File: config.mk
export PLATFORM = sky130hd
export DESIGN_NAME = dcache_refill_unit
export DESIGN_NICKNAME = d
export VERILOG_FILES = /design/src/rtl/dcache_refill_unit.sv
export SDC_FILE = /design/constraint.sdc
export NUM_CORES = 1
export LEC_CHECK = 0
export CORE_ASPECT_RATIO = 2
export CORE_UTILIZATION = 25
export CTS_BUF_LIST = sky130_fd_sc_hd__clkbuf_8
export DETAILED_ROUTE_END_ITERATION = 10
export HOLD_SLACK_MARGIN = 0.05
export SYNTH_ARGS = -nofsm -noshare
export SYNTH_HDL_FRONTEND = slang
export SYNTH_SLANG_ARGS = --single-unit
File: constraint.sdc
create_clock -name core_clock_i -period 2 [get_ports core_clock_i]
set_clock_uncertainty 0.2 [all_clocks]
set_input_delay 0.4 -clock core_clock_i [delete_from_list [all_inputs] [get_ports core_clock_i]]
set_output_delay 0.4 -clock core_clock_i [all_outputs]
set_load 0.01 [all_outputs]
File: src/rtl/dcache_refill_unit.sv
// dcache_refill_unit
//   Services load-queue requests that missed the data cache. A cached request
//   becomes a 16-beat line fill into the 2-way data BRAM. Before the fill, the
//   victim tag is invalidated. After the fill, the tag is validated. An uncached
//   request becomes a single bus read whose result is returned right-justified.
// Ports
//   core_clock_i / core_reset_ni : clock, asynchronous active-low reset
//   dc_req, dc_addr, dc_op, dc_uncached : request from the load queue
//   dc_data, dc_cmp              : uncached result and one-cycle completion pulse
//   mem_req_o .. mem_rdata_i     : memory bus read channel
//   bram_wr_*                    : data BRAM write port {way, index, beat}
//   tag_wr_*                     : tag array write port
//   busy_o                       : controller is not idle
module dcache_refill_unit #(
   parameter int INDEX_W = 5,
   parameter int BEAT_W  = 4,
   parameter int TAG_W   = 19
) (
   input  logic                       core_clock_i,
   input  logic                       core_reset_ni,
   input  logic                       dc_req,
   input  logic [31:0]                dc_addr,
   input  logic [1:0]                 dc_op,
   input  logic                       dc_uncached,
   output logic [31:0]                dc_data,
   output logic                       dc_cmp,
   output logic                       mem_req_o,
   output logic [31:0]                mem_addr_o,
   output logic [BEAT_W-1:0]          mem_len_o,
   output logic [1:0]                 mem_size_o,
   input  logic                       mem_gnt_i,
   input  logic                       mem_rvalid_i,
   input  logic [63:0]                mem_rdata_i,
   output logic                       bram_wr_en_o,
   output logic [INDEX_W+BEAT_W:0]    bram_wr_addr_o,
   output logic [63:0]                bram_wr_data_o,
   output logic                       tag_wr_en_o,
   output logic                       tag_wr_way_o,
   output logic [INDEX_W-1:0]         tag_wr_index_o,
   output logic [TAG_W-1:0]           tag_wr_tag_o,
   output logic                       tag_wr_valid_o,
   output logic                       busy_o
);

   // Byte offset within a line: beats x 8 bytes.
   localparam int OFF_W = BEAT_W + 3;

   typedef enum logic [2:0] {
      IDLE, UC_REQ, UC_WAIT, INV, FILL_REQ, FILL_DATA, FILL_TAG, DONE
   } state_e;

   state_e                    state_q, state_d;
   logic [2:0]                boff_q, boff_d;
   logic [1:0]                op_q, op_d;
   logic [BEAT_W-1:0]         beat_q, beat_d;
   logic [(1<<INDEX_W)-1:0]   repl_q, repl_d;
   logic [31:0]               dc_data_q, dc_data_d;
   logic                      dc_cmp_q, dc_cmp_d;
   logic                      mem_req_q, mem_req_d;
   logic [31:0]               mem_addr_q, mem_addr_d;
   logic [BEAT_W-1:0]         mem_len_q, mem_len_d;
   logic [1:0]                mem_size_q, mem_size_d;
   logic                      bram_wr_en_q, bram_wr_en_d;
   logic [INDEX_W+BEAT_W:0]   bram_wr_addr_q, bram_wr_addr_d;
   logic [63:0]               bram_wr_data_q, bram_wr_data_d;
   logic                      tag_wr_en_q, tag_wr_en_d;
   logic                      tag_wr_way_q, tag_wr_way_d;
   logic [INDEX_W-1:0]        tag_wr_index_q, tag_wr_index_d;
   logic [TAG_W-1:0]          tag_wr_tag_q, tag_wr_tag_d;
   logic                      tag_wr_valid_q, tag_wr_valid_d;
   logic                      busy_q, busy_d;

   // Shift the addressed bytes down to bit 0 and zero everything above the access size.
   function automatic logic [31:0] uc_extract(input logic [63:0] rdata,
                                              input logic [2:0]  boff,
                                              input logic [1:0]  size);
      logic [63:0] sh;
      sh = rdata >> {boff, 3'b000};
      case (size)
         2'd0:    return {24'd0, sh[7:0]};
         2'd1:    return {16'd0, sh[15:0]};
         default: return sh[31:0];
      endcase
   endfunction

   always_comb begin
      state_d        = state_q;
      boff_d         = boff_q;
      op_d           = op_q;
      beat_d         = beat_q;
      repl_d         = repl_q;
      dc_data_d      = dc_data_q;
      dc_cmp_d       = 1'b0;
      mem_req_d      = mem_req_q;
      mem_addr_d     = mem_addr_q;
      mem_len_d      = mem_len_q;
      mem_size_d     = mem_size_q;
      bram_wr_en_d   = 1'b0;
      bram_wr_addr_d = bram_wr_addr_q;
      bram_wr_data_d = bram_wr_data_q;
      tag_wr_en_d    = 1'b0;
      tag_wr_way_d   = tag_wr_way_q;
      tag_wr_index_d = tag_wr_index_q;
      tag_wr_tag_d   = tag_wr_tag_q;
      tag_wr_valid_d = tag_wr_valid_q;

      case (state_q)
         IDLE: begin
            if (dc_req) begin
               boff_d = dc_addr[2:0];
               op_d   = dc_op;
               beat_d = '0;
               if (dc_uncached) begin
                  state_d    = UC_REQ;
                  mem_req_d  = 1'b1;
                  mem_addr_d = dc_addr;
                  mem_len_d  = '0;
                  mem_size_d = dc_op;
               end else begin
                  // The way/index/tag chosen here stay in the tag port flops and
                  // address the whole fill; the invalidate goes out during INV.
                  state_d        = INV;
                  mem_addr_d     = {dc_addr[31:OFF_W], {OFF_W{1'b0}}};
                  mem_len_d      = '1;
                  mem_size_d     = 2'd3;
                  tag_wr_en_d    = 1'b1;
                  tag_wr_valid_d = 1'b0;
                  tag_wr_way_d   = repl_q[dc_addr[OFF_W +: INDEX_W]];
                  tag_wr_index_d = dc_addr[OFF_W +: INDEX_W];
                  tag_wr_tag_d   = dc_addr[OFF_W+INDEX_W +: TAG_W];
               end
            end
         end
         INV: begin
            state_d   = FILL_REQ;
            mem_req_d = 1'b1;
         end
         UC_REQ, FILL_REQ: begin
            if (mem_gnt_i) begin
               mem_req_d = 1'b0;
               state_d   = (state_q == UC_REQ) ? UC_WAIT : FILL_DATA;
            end
         end
         FILL_DATA: begin
            if (mem_rvalid_i) begin
               bram_wr_en_d   = 1'b1;
               bram_wr_addr_d = {tag_wr_way_q, tag_wr_index_q, beat_q};
               bram_wr_data_d = mem_rdata_i;
               beat_d         = beat_q + 1'b1;
               if (beat_q == '1) begin
                  state_d                = FILL_TAG;
                  tag_wr_en_d            = 1'b1;
                  tag_wr_valid_d         = 1'b1;
                  repl_d[tag_wr_index_q] = ~repl_q[tag_wr_index_q];
                  dc_cmp_d               = 1'b1;
               end
            end
         end
         UC_WAIT: begin
            if (mem_rvalid_i) begin
               dc_data_d = uc_extract(mem_rdata_i, boff_q, op_q);
               dc_cmp_d  = 1'b1;
               state_d   = DONE;
            end
         end
         FILL_TAG: state_d = DONE;
         DONE:     state_d = IDLE;
         default:  state_d = IDLE;
      endcase

      busy_d = (state_d != IDLE);
   end

   always_ff @(posedge core_clock_i or negedge core_reset_ni) begin
      if (!core_reset_ni) begin
         state_q        <= IDLE;
         boff_q         <= '0;
         op_q           <= '0;
         beat_q         <= '0;
         repl_q         <= '0;
         dc_data_q      <= '0;
         dc_cmp_q       <= 1'b0;
         mem_req_q      <= 1'b0;
         mem_addr_q     <= '0;
         mem_len_q      <= '0;
         mem_size_q     <= '0;
         bram_wr_en_q   <= 1'b0;
         bram_wr_addr_q <= '0;
         bram_wr_data_q <= '0;
         tag_wr_en_q    <= 1'b0;
         tag_wr_way_q   <= 1'b0;
         tag_wr_index_q <= '0;
         tag_wr_tag_q   <= '0;
         tag_wr_valid_q <= 1'b0;
         busy_q         <= 1'b0;
      end else begin
         state_q        <= state_d;
         boff_q         <= boff_d;
         op_q           <= op_d;
         beat_q         <= beat_d;
         repl_q         <= repl_d;
         dc_data_q      <= dc_data_d;
         dc_cmp_q       <= dc_cmp_d;
         mem_req_q      <= mem_req_d;
         mem_addr_q     <= mem_addr_d;
         mem_len_q      <= mem_len_d;
         mem_size_q     <= mem_size_d;
         bram_wr_en_q   <= bram_wr_en_d;
         bram_wr_addr_q <= bram_wr_addr_d;
         bram_wr_data_q <= bram_wr_data_d;
         tag_wr_en_q    <= tag_wr_en_d;
         tag_wr_way_q   <= tag_wr_way_d;
         tag_wr_index_q <= tag_wr_index_d;
         tag_wr_tag_q   <= tag_wr_tag_d;
         tag_wr_valid_q <= tag_wr_valid_d;
         busy_q         <= busy_d;
      end
   end

   assign dc_data        = dc_data_q;
   assign dc_cmp         = dc_cmp_q;
   assign mem_req_o      = mem_req_q;
   assign mem_addr_o     = mem_addr_q;
   assign mem_len_o      = mem_len_q;
   assign mem_size_o     = mem_size_q;
   assign bram_wr_en_o   = bram_wr_en_q;
   assign bram_wr_addr_o = bram_wr_addr_q;
   assign bram_wr_data_o = bram_wr_data_q;
   assign tag_wr_en_o    = tag_wr_en_q;
   assign tag_wr_way_o   = tag_wr_way_q;
   assign tag_wr_index_o = tag_wr_index_q;
   assign tag_wr_tag_o   = tag_wr_tag_q;
   assign tag_wr_valid_o = tag_wr_valid_q;
   assign busy_o         = busy_q;

endmodule

Word-level counts from Yosys, hierarchy flattened
Index checks and enable logic that the tools add are counted.

Register bits after elaboration: 219. Input bits: 104. Output and inout port bits: 175. Logic and storage cells: 96.

$add $sub $neg: 1. Magnitude comparators: 3. Eq/ne operators: 15. Shift-type cells: 1. Mux-type cells: 39. Bitwise gates (word level): 2. Reduce and logical (&&, ||, !) cells: 15.

Operators by type and width (number): $pmux 32 s2 (1); $shr 64x6->32 (1); $bwmux 32 (1); $pmux 3 s7 (1); $mux 3 (6); $mux 1 (16); $eq 3x3->1 const B (4); $lt 5x6->1 const B (2); $mux 4 (3); $ne 2x2->1 const B (6); $bmux 1 s5 (2); $reduce_and 3->1 (3); $pmux 4 s2 (1); $mux 7 (1); $eq 3x2->1 const B (2); $pmux 1 s2 (3); $reduce_and 2->1 (3); $reduce_bool 3->1 (2); $demux 1 s5 (1); $ge 5x1->1 const B (1); $reduce_and 5->1 (1); $add 4x1->4 const B (1); $eq 4x4->1 const B (1); $mux 2 (2); other kinds (10) (11).

Longest topological paths before layout
Gate-level depths: netlist (run 1).

Word-level depth: 5. Depth in mapped cells: 8. Mapped depth without buffers: 6.

Worst setup path before layout (run 1)
No wires, ideal clock.

Kind: flip-flop to flip-flop. From: register state_q[0]. To: register tag_wr_index_q[3], in the netlist tag_wr_index_o[3]. Library setup time: 125 ps. Arrival time: 1809 ps. Data required time: 1675 ps. Slack: -134 ps. Cell stages (with the launch flop): 7. Path buffers: 3. Period minus slack after synthesis: 2134 ps. Cells stage by stage: dfrtp_1 or4b_1 buf_2 nor2_2 buf_4 buf_4 mux2_2.

Cells in the longest elaborated chain, start to end: 2.

RTL lines: start, declared (RTL line 52) `state_e state_q, state_d;`; start signal, assigned (RTL line 197) `state_q <= state_d;`; $logic_not 3->1 (RTL line 107) `case (state_q)`; $reduce_and 3->1 (no source line); end signal, assigned (RTL line 213) `tag_wr_index_q <= tag_wr_index_d;`; end, declared (RTL line 68) `logic [INDEX_W-1:0] tag_wr_index_q, tag_wr_index_d;`.

No other way between the ends. A chain may end at the register's enable or synchronous reset.

Worst setup path in the final report (run 1)
From: register tag_wr_index_q[0], in the netlist tag_wr_index_o[0]. To: register repl_q[23].

Cells in the longest elaborated chain, start to end: 5. Elaborated cells between the ends (all ways): 9. Classes of those cells: order compare: 2; mux: 5; bitwise: 1; reduce/logical: 1.

RTL lines: $lt 5x6->1 (not written as such) or $ge 5x1->1 (tied branches) (RTL line 154) `repl_d[tag_wr_index_q] = ~repl_q[tag_wr_index_q];`; $logic_and 1x1->1 (not written as such) (RTL line 154); $mux 1 (not written as such) (RTL line 154); $demux 1 s5 (RTL line 154); $bwmux 32 (*) (RTL line 154); end signal, assigned (RTL line 201) `repl_q <= repl_d;`; end, declared (RTL line 56) `logic [(1<<INDEX_W)-1:0] repl_q, repl_d;`.

Mark *: on every way between the ends. The rest lies on a longest branch, timed or not. The select of a mux whose other input is x is not followed.

==> results_dict.tcl, run 1 <==
set metrics [dict create \
    worst_hold_path_type "in -> async" \
    place.detailed.hpwl_um 32400 \
    gp_congestion 0.984 \
    setup_violations 65 \
    grt_start_max_net_pins 44 \
    clock_latency_ns 0.54 \
    cts_tree "built" \
    synth_cell_types 49 \
    postRouteAntennaNets 0 \
    synth-seq-cells 216 \
    hold_violations 0 \
    die_w_um 145 \
    crit_fanout 7 \
    clock-sinks 216 \
    nets 1521 \
    synth_edf_count 0 \
    cts.htree.levels 2 \
    synth_area_per_cell_um2 10.3 \
    dpl_cell_area_um2 14800 \
    yosysTopAreaCellShare_pct 52.5 \
    worstRegToRegCells 8 \
    fillers 4011 \
    tightest_slew_ns 0.489 \
    drc 0 \
    synth_area_leaders "dfrtp_1 (53%), nand2_1 (10%), mux2i_1 (7.4%)" \
    grtUsageTotal_pct 20.4 \
    async_flop_share_pct 100 \
    drv_cap 0 \
    layout-drive-gt1-share_pct 25.0 \
    yosysSeqAreaShare_pct 52.5 \
    slew_headroom_pct 66.4 \
    cts_buffers 36 \
    layout_common_cells "nand2_1 (281), dfrtp_1 (209), dlygate4sd2_1 (168), buf_4 (113), clkdlybuf4s50_1 (102)" \
    cp.required_ns 2.22 \
    violations "setup timing" \
    yosys.area.top_type "dfrtp_1" \
    synth_nets 1105 \
    fin_crit_sh_pct 112 \
    final_util_pct 39.9 \
    worst-setup-path-type "reg -> reg" \
    max_freq_mhz 448 \
    ys.flop_type "dfrtp_1" \
    maxSlewViolCount 0 \
    die_h_um 289 \
    clockBufferDepth 3 \
    period_needed_ns 2.23 \
    cts.clk_slew.worst_paths_ns 0.06 \
    port_buffers 278 \
    p_leak_nw 7.83 \
    ir_worst_vdd_uv 589 \
    initial_utilization_pct 25.5 \
    first_pass_iters 5 \
    ios 279 \
    critical_path_arrival_ns 2.45 \
    drt-initial-drc-count 329 \
    cp-end-kind "register" \
    power_density_nw_per_um2 1410 \
    grt_pass1_vias 9708 \
    syn_to_final_growth_pct 56.3 \
    synthCells 1000 \
    antenna_found_initial 2 \
    drt-total-wl_um 43100 \
    critPathLaunchType "register" \
    root_buffer "clkbuf_8" \
    rrSetupSlack_ns -0.23 \
    final_common_cell "nand2_1" \
    grt_pass1_wl_um 62700 \
    reg2reg_from "tag_wr_index_o[0]$_DFFE_PN0P_" \
    status "finished with violations" \
    routed_via_density 4.66 \
    core_region_area_um2 40300 \
    grt.overflow.total 0 \
    rsz0062_at_grt "yes" \
    wire_per_inst_um 21.9 \
    rr_endpoint "repl_q[23]$_DFFE_PN0P_" \
    netlist_area_um2 10300 \
    rows 104 \
    fin_ws_ns -0.234 \
    vias 9171 \
    ys_warn_count 0 \
    die_area_um2 42000 \
    final_area_um2 16100 \
]
how the worst max path moves through the flow:
| stage | start | endpoint | depth (start not counted) |
|---|---|---|---|
| floorplan | tag_wr_index_o[0]$_DFFE_PN0P_ | repl_q[0]$_DFFE_PN0P_ | 7 |
| global placement | dc_req | mem_addr_o[16]$_DFFE_PN0P_ | 5 |
| detailed placement | dc_req | tag_wr_tag_o[16]$_DFFE_PN0P_ | 5 |
| CTS | tag_wr_index_o[0]$_DFFE_PN0P_ | repl_q[20]$_DFFE_PN0P_ | 7 |
| global route | tag_wr_index_o[0]$_DFFE_PN0P_ | repl_q[2]$_DFFE_PN0P_ | 9 |
| finish | tag_wr_index_o[0]$_DFFE_PN0P_ | repl_q[23]$_DFFE_PN0P_ | 8 |
final cells by class:
| cell class | instances | area, um2 | share of cell area [%] |
|---|---|---|---|
| Antenna cell | 2 | 5.00 | 0.0311 |
| Clock buffer | 44 | 606 | 3.77 |
| Clock inverter | 16 | 96.3 | 0.599 |
| Inverter | 7 | 31.3 | 0.195 |
| Multi-Input combinational cell | 708 | 4820 | 30.0 |
| Sequential cell | 216 | 5410 | 33.7 |
| Tap cell | 530 | 663 | 4.12 |
| Timing Repair Buffer | 447 | 4450 | 27.7 |
Yosys cell counts, types with 6 or more instances:
cell / instances
mux2i_1: 76
a21oi_1: 43
nand2b_1: 23
nand3_1: 8
dfrtp_1: 216
nor2b_1: 8
buf_4: 7
mux4_2: 25
nand2_1: 283
buf_2: 14
nor2_1: 64
clkbuf_1: 35
buf_1: 9
o21ai_0: 50
a31oi_1: 11
o22ai_1: 6
mux2_2: 59
a32oi_1: 8
kinds of logic after synthesis:
logic type      Yosys count  synth area share, %
mux                     161                 19.4
simple gates            411                 16.7
fa+ha+maj                 1                0.122
flops                   216                 52.5
xor+xnor                  2                0.170
buf+inv                  76                 3.49
compound gates          133                 7.49
state kept, by name, summed over array words and instances, names as in the netlist, 4 cells and up:
register and flops:
bram_wr_data_o 64, dc_data 32, mem_addr_o 32, repl_q 32, tag_wr_tag_o 19, bram_wr_addr_o 10, tag_wr_index_o 5, beat_q 4
through the flow:
step	hold slack (ns)	TNS [ns]	instances	worst slack, ns	total power [mW]
global placement	0.141	-71.51	1873	-0.690	18.7
finish	0.179	-7.70	1970	-0.234	22.7
floorplan	-0.0956	-2.00	1000	-0.0739	12.5
detailed placement	0.139	-75.79	1873	-0.735	18.8
CTS	0.128	-6.99	1958	-0.205	22.4
global route	0.165	-10.15	1970	-0.287	24.0
worst max-delay path: stages (launching register included):
cell and delay [ns]:
dfrtp_2 0.44, buf_12 0.16, mux2_4 0.22, o22ai_2 0.06, mux4_2 0.51, a21oi_4 0.15
buf_6 0.14, clkbuf_4 0.17, a21oi_2 0.05
report_power, final:
| group | switching (mW) | total, mW | internal (mW) |
|---|---|---|---|
| Combinational | 5.92 | 11.7 | 5.78 |
| Sequential | 0.955 | 6.98 | 6.03 |
| Clock | 1.87 | 3.98 | 2.11 |
metal layers:
| layer | global-route usage [%] | part of all wire (%) |
|---|---|---|
| met3 | 3.62 | 4.7 |
| met1 | 18.5 | 32 |
| met5 | 0 | 0 |
| met4 | 13.5 | 6.7 |
| met2 | 40.6 | 57 |
what timing repair did:
item / 4_1_cts / 5_1_grt
gates cloned: 5 / 7
endpoints found under the setup margin: 271 / 135
gates resized for setup: 240 / 35
pin swaps: 5 / 6
hold buffers: 1 / 0
endpoints found under the hold margin: 216 / 0
buffers inserted: 21 / 4
No activity file was read; power rests on OpenSTA's default activity.
==> run 2: changes to the inputs <==
Settings changed: TNS_END_PERCENT from default to 10.
==> run 2 against run 1 <==
Effect of this change: the run still ends with setup timing left; combinational power shrank 3%; design area down 4.2%; global-route usage decreased by 0.86 points; highest routed layer is now met5; sequential cell count is the same; sequential share of layout area up 1.5 points; largest cell class unchanged.
==> results_dict.tcl, run 2 (synthesis results as in run 1) <==
set metrics [dict create \
    status "finished with violations" \
    violations "setup timing" \
    path_cells "clkbuf_16 > mux2_2 > o22ai_1 > mux4_2 > a21oi_4 > buf_12 > buf_12 > buf_12 > a21oi_2" \
    drv_cap 0 \
    initial_utilization_pct 25.5 \
    max_freq_mhz 436 \
    rows 104 \
    crit_fanout 6 \
    routed_via_density 4.75 \
    grtUsageTotal_pct 19.5 \
    worst-setup-path-type "reg -> reg" \
    fillers 4058 \
    clockPowerShare_pct 17.7 \
    final_area_um2 15400 \
    root_buffer "clkbuf_8" \
    port_buffers 278 \
    drc 0 \
    met2_usage_pct 38.9 \
    hold_violations 0 \
    gp_congestion 0.931 \
    cpMostUsedCell "buf_12" \
    first_pass_iters 5 \
    clock_latency_ns 0.53 \
    clock-sinks 216 \
    period_needed_ns 2.29 \
    antenna_found_initial 3 \
    cts.htree.levels 2 \
    tightest_slew_ns 0.561 \
    seqPwrFrac_pct 31.6 \
    fin_crit_sh_pct 115 \
    busiest_layer "met2" \
    fin_ws_ns -0.295 \
    vias 9166 \
    drt-initial-drc-count 391 \
    layout-drive-gt1-share_pct 22.3 \
    place.detailed.hpwl_um 31600 \
    cp-end-kind "register" \
    critical_path_arrival_ns 2.51 \
    cts_buffers 35 \
    largest_reg_flops 64 \
    ios 279 \
    syn_to_final_growth_pct 49.8 \
    die_area_um2 42000 \
    cp.required_ns 2.22 \
    drt-total-wl_um 41100 \
    critPathLaunchType "register" \
    nets 1483 \
    ir_worst_vdd_uv 607 \
    die_w_um 145 \
    met3_usage_pct 3.31 \
    dp.cells 1859 \
    dpl_worst_slack_ns -0.680 \
    p_sw_share_pct 38.7 \
    rsz0062_at_grt "yes" \
    dpl_cell_area_um2 14600 \
    max_stage_delay_ns 0.48 \
    slew_headroom_pct 61.5 \
    p_int_mw 13.7 \
    die_h_um 289 \
    wire_per_inst_um 21.3 \
    maxSlewViolCount 0 \
    clockBufferDepth 3 \
    cts_tree "built" \
    cts.clk_slew.worst_paths_ns 0.06 \
    final_cell_count_no_fill 1928 \
    switching_power_mw 8.62 \
    postRouteAntennaNets 0 \
    final_common_cell "nand2_1" \
    whs_ns 0.178 \
    grt_start_max_net_pins 65 \
    final_util_pct 38.2 \
    p_leak_nw 7.46 \
    grt_pass1_wl_um 60500 \
    core_region_area_um2 40300 \
    pwr-share-comb_pct 50.7 \
    grtUsageMet1_pct 17.6 \
    worst_hold_path_type "in -> async" \
    grt.overflow.total 0 \
    power_density_nw_per_um2 1450 \
    cpMaxStageDelayCell "mux4_2" \
    setup_violations 33 \
    layout_common_cells "nand2_1 (283), dfrtp_1 (208), dlygate4sd2_1 (171), clkdlybuf4s50_1 (102), buf_4 (101)" \
    grt_pass1_vias 9548 \
]
run 2: cell count changes in the layout (fill, tap and decap cells not counted), sizes merged:
cell           change
clkinv             -2
clkbuf             -3
buf               -32
diode              -1
dlygate4sd2        +3
clkdlybuf4s15      -4
inv                -3
run 2: worst paths after layout:
check / from / to / slack, ns / depth (start not counted)
max reg2reg: tag_wr_index_o[0]$_DFFE_PN0P_ / repl_q[10]$_DFFE_PN0P_ / -0.29 / 9
min: core_reset_ni / mem_addr_o[13]$_DFFE_PN0P_ / 0.18 / 2
min in group core_clock_i: dc_addr[3] / mem_addr_o[3]$_DFFE_PN0P_ / 0.23 / 3
max: tag_wr_index_o[0]$_DFFE_PN0P_ / repl_q[10]$_DFFE_PN0P_ / -0.29 / 9
min reg2reg: bram_wr_data_o[41]$_DFFE_PN0P_ / bram_wr_data_o[41]$_DFFE_PN0P_ / 0.27 / 2
max in group asynchronous: core_reset_ni / repl_q[24]$_DFFE_PN0P_ / 0.79 / 3
run 2: layout make-up:
class                   count  area (um2)  area share [%]
flip-flops and latches    216        5420            35.1
multi-input cells         708        4700            30.5
repair buffers            410        3900            25.3
well taps                 530         663            4.30
clock buffers              45         619            4.02
clock inverters            11        75.1           0.487
inverters                   7        28.8           0.187
diodes                      1        2.50          0.0162
run 2: timing repair:
action | 4_1_cts | 5_1_grt
pin swaps | 0 | 4
hold buffers | 1 | 0
hold endpoints to repair | 216 | 0
resized for setup | 207 | 23
gates cloned | 2 | 2
setup endpoints to repair | 267 | 51
buffers inserted | 7 | 2
run 2: metrics by stage:
stage | power (mW) | TNS, ns
2_1_floorplan | 12.4 | -1.67
3_3_place_gp | 18.6 | -66.82
3_5_place_dp | 18.7 | -68.84
4_1_cts | 22.4 | -6.77
5_1_grt | 23.6 | -9.36
6_report | 22.3 | -7.68
run 2: routing by layer:
metal  routed length [um]  vias up
met1                12900     4485
li1                     -     4187
met2                23000      347
met4                 3270        4
met5                   27        -
met3                 1990      143
run 2: worst max-delay path: cells and delay by family (launching register included):
kind,cells,cell delay [ns]
DFF,1,0.46
muxes,2,0.70
buffers and inverters,4,0.57
AOI/OAI and AO/OA,3,0.25
run 2: power by group through the flow:
| stage | logic (mW) | clock network (mW) | registers (mW) |
|---|---|---|---|
| 2_1_floorplan | 4.77 | 0 | 7.65 |
| 3_3_place_gp | 11.4 | 0 | 7.15 |
| 3_5_place_dp | 11.5 | 0 | 7.19 |
| 4_1_cts | 11.3 | 4.10 | 7.03 |
| 5_1_grt | 12.1 | 4.27 | 7.24 |
| 6_report | 11.3 | 3.94 | 7.04 |
==> run 3: changes to the inputs <==
Settings changed: CORE_UTILIZATION 25 to 45, PLACE_DENSITY from default to 0.75.
==> run 3 against run 2 <==
Effect of this change: the run still ends with setup timing left; sequential power is 1% lower; sequential cell count stayed put; maximum frequency is 2.4% lower; critical path depth stayed put; clock power is 13% lower; final cell count is 13% lower; routed wire length is 9.7% lower.
==> results_dict.tcl, run 3 (synthesis results as in run 1) <==
set metrics [dict create \
    status "finished with violations" \
    violations "setup timing" \
    die_h_um 216 \
    ir_worst_vdd_uv 893 \
    cp.required_ns 2.26 \
    hold_violations 0 \
    crit_fanout 15 \
    pwr-share-comb_pct 51.8 \
    drt-initial-drc-count 484 \
    ios 279 \
    tns_ns -11.04 \
    nets 1479 \
    cp-end-kind "register" \
    fin_crit_sh_pct 118 \
    dp.cells 1599 \
    clock_latency_ns 0.60 \
    slew_headroom_pct 56.4 \
    p_leak_nw 7.51 \
    cts.htree.levels 1 \
    gp_congestion 0.941 \
    maxSlewViolCount 0 \
    critPathLaunchType "register" \
    setup_violations 46 \
    p_int_mw 13.2 \
    routed_via_density 5.52 \
    seqPwrFrac_pct 32.3 \
    layout-drive-gt1-share_pct 20.4 \
    critical_path_arrival_ns 2.62 \
    switching_power_mw 8.27 \
    port_buffers 278 \
    power_mw 21.5 \
    grt_pass1_wl_um 55200 \
    rr_endpoint "repl_q[20]$_DFFE_PN0P_" \
    grt_start_max_net_pins 58 \
    rows 77 \
    root_buffer "clkbuf_8" \
    core_region_area_um2 22300 \
    worstRegToRegCells 9 \
    final_cell_count_no_fill 1673 \
    fillers 1814 \
    worst-setup-path-type "reg -> reg" \
    cts_tree "built" \
    die_area_um2 23500 \
    drv_cap 0 \
    worst_hold_path_type "in -> async" \
    clock-sinks 216 \
    wire_per_inst_um 22.2 \
    p_sw_share_pct 38.5 \
    rrSetupSlack_ns -0.35 \
    max_freq_mhz 425 \
    grtUsageTotal_pct 32.2 \
    place.detailed.hpwl_um 27400 \
    cts_buffers 31 \
    grt_pass1_vias 9674 \
    rsz0062_at_grt "yes" \
    syn_to_final_growth_pct 45.7 \
    initial_utilization_pct 46.2 \
    die_w_um 109 \
    first_pass_iters 7 \
    reg2reg_from "tag_wr_index_o[0]$_DFFE_PN0P_" \
    antenna_found_initial 1 \
    whs_ns 0.128 \
    power_density_nw_per_um2 1430 \
    cts.clk_slew.worst_paths_ns 0.07 \
    largest_reg_flops 64 \
    clockPowerShare_pct 15.9 \
    postRouteAntennaNets 0 \
    period_needed_ns 2.35 \
    fin_ws_ns -0.352 \
    grt.overflow.total 0 \
    tightest_slew_ns 0.636 \
    clockBufferDepth 3 \
    layout_common_cells "nand2_1 (283), dfrtp_1 (210), dlygate4sd2_1 (169), clkdlybuf4s50_1 (102), buf_4 (99)" \
    drt-total-wl_um 37100 \
    vias 9240 \
    drc 0 \
    final_common_cell "nand2_1" \
]
run 3: changes by cell type in the layout (fill, tap and decap cells not counted), sizes merged:
| cell | change |
|---|---|
| inv | +10 |
| clkinvlp | -1 |
| bufbuf | +1 |
| dlygate4sd2 | -2 |
| clkbuf | -8 |
| clkdlybuf4s15 | +1 |
| buf | -2 |
run 3: layout make-up:
type	count	area, um2	share of cell area, %
tap	276	345	2.30
clock inverter	20	105	0.701
sequential	216	5410	36.1
timing repair buffer	410	3950	26.4
multi-input combinational	708	4660	31.1
clock buffer	35	482	3.21
antenna	1	2.50	0.0167
inverter	7	28.8	0.192
run 3: per-stage QoR:
stage / worst slack, ns / util (%) / instance area [um2]
2_1_floorplan: -0.0751 / - / 10300
3_3_place_gp: -0.669 / 63.8 / 14200
3_5_place_dp: -0.705 / 63.8 / 14200
4_1_cts: -0.320 / 66.9 / 14900
5_1_grt: -0.386 / 67.4 / 15000
6_report: -0.352 / 67.4 / 15000
run 3: how the worst max path moves through the flow:
stage                                        startpoint                           to  slack, ns  cells past startpoint
after global routing      tag_wr_index_o[0]$_DFFE_PN0P_        repl_q[2]$_DFFE_PN0P_      -0.39                     10
after CTS                 tag_wr_index_o[0]$_DFFE_PN0P_       repl_q[20]$_DFFE_PN0P_      -0.32                      8
after floorplan           tag_wr_index_o[0]$_DFFE_PN0P_        repl_q[0]$_DFFE_PN0P_      -0.08                      7
after detailed placement                         dc_req  tag_wr_tag_o[9]$_DFFE_PN0P_      -0.70                      5
after global placement                           dc_req  tag_wr_tag_o[7]$_DFFE_PN0P_      -0.67                      5
final                     tag_wr_index_o[0]$_DFFE_PN0P_       repl_q[20]$_DFFE_PN0P_      -0.35                      9
run 3: timing repair:
item,in CTS,in global routing
buffers inserted,13,1
hold buffers,1,0
resized for setup,221,11
gates cloned,2,2
endpoints found under the setup margin,262,125
pin swaps,3,2
hold endpoints to repair,216,0
run 3: worst max-delay path, stage by stage, from the launching register on:
cell	delay, ns
dfrtp_1	0.40
buf_12	0.13
buf_12	0.15
mux2_4	0.22
o22ai_2	0.06
mux4_2	0.52
a21oi_4	0.16
buf_12	0.15
buf_12	0.11
a41oi_1	0.10
run 3: power by group through the flow:
stage	Clock, mW	Sequential [mW]	Combinational, mW
finish	3.42	6.94	11.1
global route	3.65	7.13	11.9
CTS	3.49	6.93	10.6
detailed placement	0	7.12	11.1
global placement	0	7.06	10.9
floorplan	0	7.65	4.77
run 3: routing by layer:
layer / up-vias / wire length, um / global-route usage (%)
met5: - / 0 / 0
met4: 0 / 3840 / 27.5
met3: 176 / 2140 / 4.98
met2: 457 / 19700 / 57.8
met1: 4439 / 11500 / 30.9
li1: 4168 / - / -
